### src/rtl/irq_decode_sequencer.sv
`default_nettype none
// ============================================================================
// Module   : irq_decode_sequencer
// Purpose  : Registered opcode decoder and control sequencer for the
//            accumulator core. It adds skip squashing, a wfi sleep state,
//            and prioritised, non-nesting interrupt entry and exit.
// Options  : IRQ_DECODE_MASK_EN adds a loadable interrupt mask register.
// Revision : 1.0  initial release
// ============================================================================
module irq_decode_sequencer #(
  parameter int OPCODE_W = 5,
  parameter int IRQ_N    = 4,
  parameter int VEC_W    = 2
) (
  input  logic                mem_clock,
  input  logic                reset_bar,
  input  logic [OPCODE_W-1:0] opcode,
  input  logic                instr_valid,
  input  logic                skip_cond,
  input  logic [IRQ_N-1:0]    irq,
`ifdef IRQ_DECODE_MASK_EN
  input  logic                mask_we,
  input  logic [IRQ_N-1:0]    mask_wdata,
`endif
  output logic [1:0]          pc_mux,
  output logic [1:0]          w_mux,
  output logic                mem_write,
  output logic [3:0]          alu_op,
  output logic                stall,
  output logic [IRQ_N-1:0]    irq_ack,
  output logic [VEC_W-1:0]    irq_vec,
  output logic                int_active
);

  localparam int MAJ_W = OPCODE_W - 1;

  localparam logic [1:0] c_PC_ADD  = 2'd0;
  localparam logic [1:0] c_PC_WREG = 2'd1;
  localparam logic [1:0] c_PC_LIT  = 2'd2;
  localparam logic [1:0] c_PC_SAVE = 2'd3;

  localparam logic [1:0] c_W_ALU  = 2'd0;
  localparam logic [1:0] c_W_MEM  = 2'd1;
  localparam logic [1:0] c_W_LIT  = 2'd2;
  localparam logic [1:0] c_W_WREG = 2'd3;

  localparam logic [3:0] c_ALU_ROTL  = 4'h0;
  localparam logic [3:0] c_ALU_ROTR  = 4'h1;
  localparam logic [3:0] c_ALU_ADD   = 4'h2;
  localparam logic [3:0] c_ALU_SUB   = 4'h3;
  localparam logic [3:0] c_ALU_AND   = 4'h4;
  localparam logic [3:0] c_ALU_OR    = 4'h5;
  localparam logic [3:0] c_ALU_XOR   = 4'h6;
  localparam logic [3:0] c_ALU_ZEROT = 4'h7;
  localparam logic [3:0] c_ALU_PCZ   = 4'h8;
  localparam logic [3:0] c_ALU_PCZB  = 4'h9;
  localparam logic [3:0] c_ALU_NOP   = 4'hA;

  typedef enum logic [0:0] {S_RUN = 1'b0, S_WAIT = 1'b1} state_t;

  state_t              r_state, w_nxt_state;
  logic [1:0]          r_pc_mux, w_nxt_pc;
  logic [1:0]          r_w_mux, w_nxt_w;
  logic                r_mem_write, w_nxt_mw;
  logic [3:0]          r_alu_op, w_nxt_alu;
  logic                r_stall, w_nxt_stall;
  logic [IRQ_N-1:0]    r_irq_ack, w_nxt_ack;
  logic [VEC_W-1:0]    r_irq_vec, w_nxt_vec;
  logic                r_int_active, w_nxt_int;
  logic                r_skip_pend, w_nxt_skip;

  logic [IRQ_N-1:0]    w_irq_en;
  logic                w_irq_any;
  logic [IRQ_N-1:0]    w_irq_low;
  logic [VEC_W-1:0]    w_irq_idx;
  logic                w_skip_now;
  logic                w_arith;
  logic                w_dest;
  logic [MAJ_W-1:0]    w_major;

`ifdef IRQ_DECODE_MASK_EN
  logic [IRQ_N-1:0]    r_irq_mask;

  // Interrupt mask register, loaded by software, all lines enabled out of reset
  always_ff @(posedge mem_clock or negedge reset_bar) begin
    if (!reset_bar)   r_irq_mask <= '1;
    else if (mask_we) r_irq_mask <= mask_wdata;
  end

  assign w_irq_en = irq & r_irq_mask;
`else
  assign w_irq_en = irq;
`endif

  assign w_irq_any = |w_irq_en;
  // Isolate the lowest set bit: index 0 has the highest priority
  assign w_irq_low = w_irq_en & (~w_irq_en + IRQ_N'(1));
  assign w_major   = opcode[OPCODE_W-1:1];
  assign w_dest    = opcode[0];

  // A sms/smc currently on the outputs plus a true zero-test squashes the
  // next valid instruction, whether it arrives now or after idle cycles
  assign w_skip_now = r_skip_pend |
                      (((r_alu_op == c_ALU_PCZ) || (r_alu_op == c_ALU_PCZB)) && skip_cond);

  // Priority encode the enabled requests into a vector index
  always_comb begin
    w_irq_idx = '0;
    for (int i = IRQ_N - 1; i >= 0; i--) begin
      if (w_irq_en[i]) w_irq_idx = VEC_W'(i);
    end
  end

  // Next-state and next-output logic; defaults are the NOP outputs
  always_comb begin
    w_nxt_state = r_state;
    w_nxt_pc    = c_PC_ADD;
    w_nxt_w     = c_W_WREG;
    w_nxt_mw    = 1'b0;
    w_nxt_alu   = c_ALU_NOP;
    w_nxt_stall = 1'b0;
    w_nxt_ack   = '0;
    w_nxt_vec   = r_irq_vec;
    w_nxt_int   = r_int_active;
    w_nxt_skip  = r_skip_pend;
    w_arith     = 1'b0;
    case (r_state)
      S_RUN: begin
        if (instr_valid && !r_int_active && w_irq_any) begin
          // Interrupt entry wins over decode; the opcode is re-fetched after return
          w_nxt_pc   = c_PC_SAVE;
          w_nxt_ack  = w_irq_low;
          w_nxt_vec  = w_irq_idx;
          w_nxt_int  = 1'b1;
          w_nxt_skip = 1'b0;
        end else if (instr_valid && w_skip_now) begin
          w_nxt_skip = 1'b0;
        end else if (instr_valid) begin
          w_nxt_skip = 1'b0;
          case (w_major)
            MAJ_W'(0): begin
              w_nxt_alu = c_ALU_ZEROT;
              w_nxt_mw  = w_dest;
              w_nxt_w   = w_dest ? c_W_WREG : c_W_MEM;
            end
            MAJ_W'(1): w_nxt_mw = 1'b1;
            MAJ_W'(2): w_nxt_w  = c_W_LIT;
            MAJ_W'(3): begin w_nxt_alu = c_ALU_ROTL; w_arith = 1'b1; end
            MAJ_W'(4): begin w_nxt_alu = c_ALU_ROTR; w_arith = 1'b1; end
            MAJ_W'(5): begin w_nxt_alu = c_ALU_AND;  w_arith = 1'b1; end
            MAJ_W'(6): begin w_nxt_alu = c_ALU_OR;   w_arith = 1'b1; end
            MAJ_W'(7): begin w_nxt_alu = c_ALU_XOR;  w_arith = 1'b1; end
            MAJ_W'(8): begin w_nxt_alu = c_ALU_ADD;  w_arith = 1'b1; end
            MAJ_W'(9): begin w_nxt_alu = c_ALU_SUB;  w_arith = 1'b1; end
            MAJ_W'(10): w_nxt_alu = c_ALU_PCZ;
            MAJ_W'(11): w_nxt_alu = c_ALU_PCZB;
            MAJ_W'(12): w_nxt_pc  = c_PC_LIT;
            MAJ_W'(13): w_nxt_pc  = c_PC_WREG;
            MAJ_W'(14): begin
              w_nxt_pc    = c_PC_SAVE;
              w_nxt_stall = 1'b1;
              w_nxt_state = S_WAIT;
            end
            MAJ_W'(15): begin
              if (r_int_active) begin
                w_nxt_pc  = c_PC_SAVE;
                w_nxt_int = 1'b0;
              end
            end
            default: ;
          endcase
          if (w_arith) begin
            w_nxt_mw = w_dest;
            w_nxt_w  = w_dest ? c_W_WREG : c_W_ALU;
          end
        end else begin
          w_nxt_skip = w_skip_now;
        end
      end
      S_WAIT: begin
        // Asleep until an enabled request; inside an ISR nothing can wake it
        w_nxt_stall = 1'b1;
        if (!r_int_active && w_irq_any) begin
          w_nxt_stall = 1'b0;
          w_nxt_state = S_RUN;
          w_nxt_pc    = c_PC_SAVE;
          w_nxt_ack   = w_irq_low;
          w_nxt_vec   = w_irq_idx;
          w_nxt_int   = 1'b1;
          w_nxt_skip  = 1'b0;
        end
      end
      default: w_nxt_state = S_RUN;
    endcase
  end

  // State and registered outputs
  always_ff @(posedge mem_clock or negedge reset_bar) begin
    if (!reset_bar) begin
      r_state      <= S_RUN;
      r_pc_mux     <= c_PC_ADD;
      r_w_mux      <= c_W_WREG;
      r_mem_write  <= 1'b0;
      r_alu_op     <= c_ALU_NOP;
      r_stall      <= 1'b0;
      r_irq_ack    <= '0;
      r_irq_vec    <= '0;
      r_int_active <= 1'b0;
      r_skip_pend  <= 1'b0;
    end else begin
      r_state      <= w_nxt_state;
      r_pc_mux     <= w_nxt_pc;
      r_w_mux      <= w_nxt_w;
      r_mem_write  <= w_nxt_mw;
      r_alu_op     <= w_nxt_alu;
      r_stall      <= w_nxt_stall;
      r_irq_ack    <= w_nxt_ack;
      r_irq_vec    <= w_nxt_vec;
      r_int_active <= w_nxt_int;
      r_skip_pend  <= w_nxt_skip;
    end
  end

  assign pc_mux     = r_pc_mux;
  assign w_mux      = r_w_mux;
  assign mem_write  = r_mem_write;
  assign alu_op     = r_alu_op;
  assign stall      = r_stall;
  assign irq_ack    = r_irq_ack;
  assign irq_vec    = r_irq_vec;
  assign int_active = r_int_active;

endmodule
`default_nettype wire

### config.mk
export PLATFORM = sky130hd
export DESIGN_NAME = irq_decode_sequencer
export DESIGN_NICKNAME = d
export VERILOG_FILES = /design/src/rtl/irq_decode_sequencer.sv
export SDC_FILE = /design/constraint.sdc
export NUM_CORES = 1
export LEC_CHECK = 0
export ABC_CLOCK_PERIOD_IN_PS = 1150
export CAP_MARGIN = 20
export CORE_ASPECT_RATIO = 0.7
export CORE_MARGIN = 1.5
export CORE_UTILIZATION = 40
export DETAILED_ROUTE_END_ITERATION = 16
export HOLD_SLACK_MARGIN = 0.12
export PLACE_DENSITY_LB_ADDON = 0.12
export SYNTH_ARGS = -nofsm -noshare
export SYNTH_HDL_FRONTEND = slang
export SYNTH_SLANG_ARGS = --single-unit
### constraint.sdc
create_clock -name mem_clock -period 1.15 [get_ports mem_clock]
set_input_delay 0.23 -clock mem_clock [delete_from_list [all_inputs] [get_ports mem_clock]]
set_output_delay 0.23 -clock mem_clock [all_outputs]
set_load 0.01 [all_outputs]
==> impl_metrics.yaml <==
status:
  outcome: "finished, violations left"
  violations: "negative setup slack"
power_and_ir_drop:
  p_per_area_nw_per_um2: 1482
  leakage_nw: 0.8608
  power_frac_seq_pct: 31.9
  clkPwrFrac_pct: 14.6
  p_switching_w: 0.0008826
  intPower_w: 0.001824
  total_power_w: 0.002706
  swShare_pct: 32.61
  pwr-share-comb_pct: 53.5
  peakVddDrop_v: 0.001041
route:
  vias: 1039
  totalWireLength_um: 3167
  drt_iter0_drc: 23
  routed_via_density: 5.274
  drc: 0
  wl_per_cell_um: 16.08
  firstDrtPassIters: 4
  ant_nets: 0
worst_setup_path:
  r2r.worst_path.cells: 4
  rr_endpoint: "w_mux[1]"
  reg2reg_from: "stall"
  required_ns: 1.37
  r2r_slack_ns: -0.22
  crit_fanout: 6
  critPathLaunchType: "register"
  cp_data_arrival_time_ns: 1.59
  critical_path_class: "reg2reg"
  cp-end-kind: "register"
global_route:
  grt.total_usage_pct: 21.86
  antenna_found_initial: 0
  grt_first_pass_wirelength_um: 4284
  grt_pass1_vias: 927
  gr-total-overflow: 0
  grt_max_degree: 19
die:
  pin_count: 30
  initial_core_util_pct: 43.81
  design.core.area_um2: 2225
  die_y_um: 44.30
  dieArea_um2: 2747
  rows: 14
  die_w_um: 62
layout:
  diodes: 0
  fin_nets: 183
  drive_gt1_share_pct: 58.18
  nFillCells: 127
  area_growth_pct: 87.42
place:
  preCtsSetupSlack_ns: -0.8090
  place.gp.congestion: 0.8432
  dpl.hpwl_um: 1882
  port_buffers: 29
flow_run:
  max-cap-violations: 0
logic_synthesis:
  synth-edff-count: 0
  synth_nets: 106
  async_reset_ff_share_pct: 100.0
  synth-seq-area-share_pct: 46.73
  synth_area_um2: 974.7
  ys_ff_latch: 18
  ys_warn_count: 0
  synth_top_cell_area_share_pct: 35.94
  synthTopCellsByArea: "dfrtp_1 (36%), dfstp_2 (11%), ha_1 (5.1%)"
  avgSynthCellArea_um2: 10.95
  synth_largest_area_cell: "dfrtp_1"
  ys_dominant_reg_cell: "dfrtp_1"
  netlist_instances: 89
  synth.distinct_cells: 44
clocking:
  htree_num_levels: 1
  cts_tree: "yes"
  clock_sinks: 18
  clkLatencyLatePin_ns: 0.30
  cts_buffers: 3
  clk_pin_slew_worst_paths_ns: 0.11
  root_buffer: "clkbuf_4"
  clockBufferDepth: 2
min_path:
  hp-class: "in2async"
sta:
  period_needed_ns: 1.368
  max_freq_mhz: 731.1
  rsz0062_at_grt: "yes"
  tightest_slew_ns: 0.3850
  finalHoldViolCount: 0
  fin_crit_sh_pct: 118.9
  skew_ns: 0.01676
  setup_violations: 22
  fin_ws_ns: -0.2178
  slew_violations: 0
  relSlewSlack_pct: 74.09
==> layout by cell type, fill, tap and decap left out, drive strengths merged, types with 2 or more instances in the layout <==
cell type / synthesis / layout
clkdlybuf4s50: 0 / 4
nand2b: 3 / 3
dfstp: 4 / 4
a21o: 3 / 3
o211ai: 2 / 2
o21ai: 3 / 3
ha: 4 / 4
a21oi: 4 / 4
nand3: 3 / 3
clkdlybuf4s15: 0 / 2
dlygate4sd2: 0 / 6
nor2: 6 / 6
buf: 2 / 56
inv: 5 / 5
nor4: 2 / 2
nand2: 6 / 6
dfrtp: 14 / 14
clkbuf: 0 / 10
==> synth_stat cells (2+ instances only) <==
master	number
dfrtp_1	14
nand2_1	6
nor2_1	6
inv_1	5
a21oi_1	4
dfstp_2	4
ha_1	4
a21o_1	3
nand2b_1	3
nand3_1	3
o21ai_0	3
buf_2	2
==> worst max-delay path: stages, from the launching register on <==
cell      delay [ns]
dfrtp_2         0.42
buf_6           0.13
nor3b_4         0.26
o211ai_4        0.14
or3_1           0.33
==> per-layer routing <==
layer / vias to the layer above / GRT usage [%] / part of all wire, %
met5: - / 0 / 0
met4: 0 / 2.553 / 2.9
met3: 12 / 7.310 / 5.8
met2: 40 / 35.42 / 50
met1: 504 / 29.39 / 41
li1: 483 / - / -
==> metrics by stage <==
step	TNS, ns	util [%]	area, um^2	hold slack [ns]	cells
finish	-2.741	82.11	1827	0.2547	197
floorplan	-0.4039	-	1055	-0.06559	89
global route	-3.578	82.11	1827	0.2593	197
detailed placement	-9.874	73.06	1625	0.5103	178
global placement	-9.461	73.06	1625	0.5017	178
CTS	-2.020	80.43	1789	0.2486	193
==> power groups by stage <==
stage	combinational [W]	clock (W)	sequential, W
finish	0.00145	0.000394	0.000865
global route	0.00153	0.000424	0.000878
CTS	0.00131	0.000400	0.000862
detailed placement	0.00109	0	0.000905
global placement	0.00107	0	0.000895
floorplan	0.000385	0	0.000974
==> worst max path at each step <==
stage,start,to,depth (start not counted),slack [ns]
floorplan,opcode[4],mem_write,5,-0.11
global placement,opcode[4],mem_write,7,-0.77
detailed placement,opcode[3],mem_write,6,-0.81
CTS,stall,w_mux[1],4,-0.19
global route,stall,w_mux[1],4,-0.26
finish,stall,w_mux[1],4,-0.22
==> cell families after synthesis <==
kind of cell               after synthesis  share of synthesized area (%)
and+or+nand+nor                         32                          21.18
AOI/OAI and AO/OA                       25                          20.93
adders and majority gates                4                          5.135
muxes                                    2                          2.182
buffers and inverters                    7                          2.953
xor gates and xnor gates                 1                         0.8988
DFF                                     18                          46.73
==> cell type report <==
class                   count  area (um^2)  share of cell area, %
repair buffers             74        634.4                  34.73
multi-input cells          64        626.9                  34.32
flip-flops and latches     18        457.9                  25.07
well taps                  32        40.04                  2.192
clock buffers               4        36.28                  1.986
inverters                   5        31.28                  1.712
==> registers in the layout, summed over array words and instances (netlist names) <==
signal       flops
w_mux            2
r_skip_pend      1
mem_write        1
stall            1
int_active       1
alu_op           4
irq_ack          4
irq_vec          2
pc_mux           2
==> what timing repair did <==
action	4_1_cts	5_1_grt
buffers inserted	11	4
hold buffers	0	0
endpoints found under the setup margin	31	31
pin swaps	20	5
gates resized for setup	84	17
No activity file was read; power rests on OpenSTA's default activity.
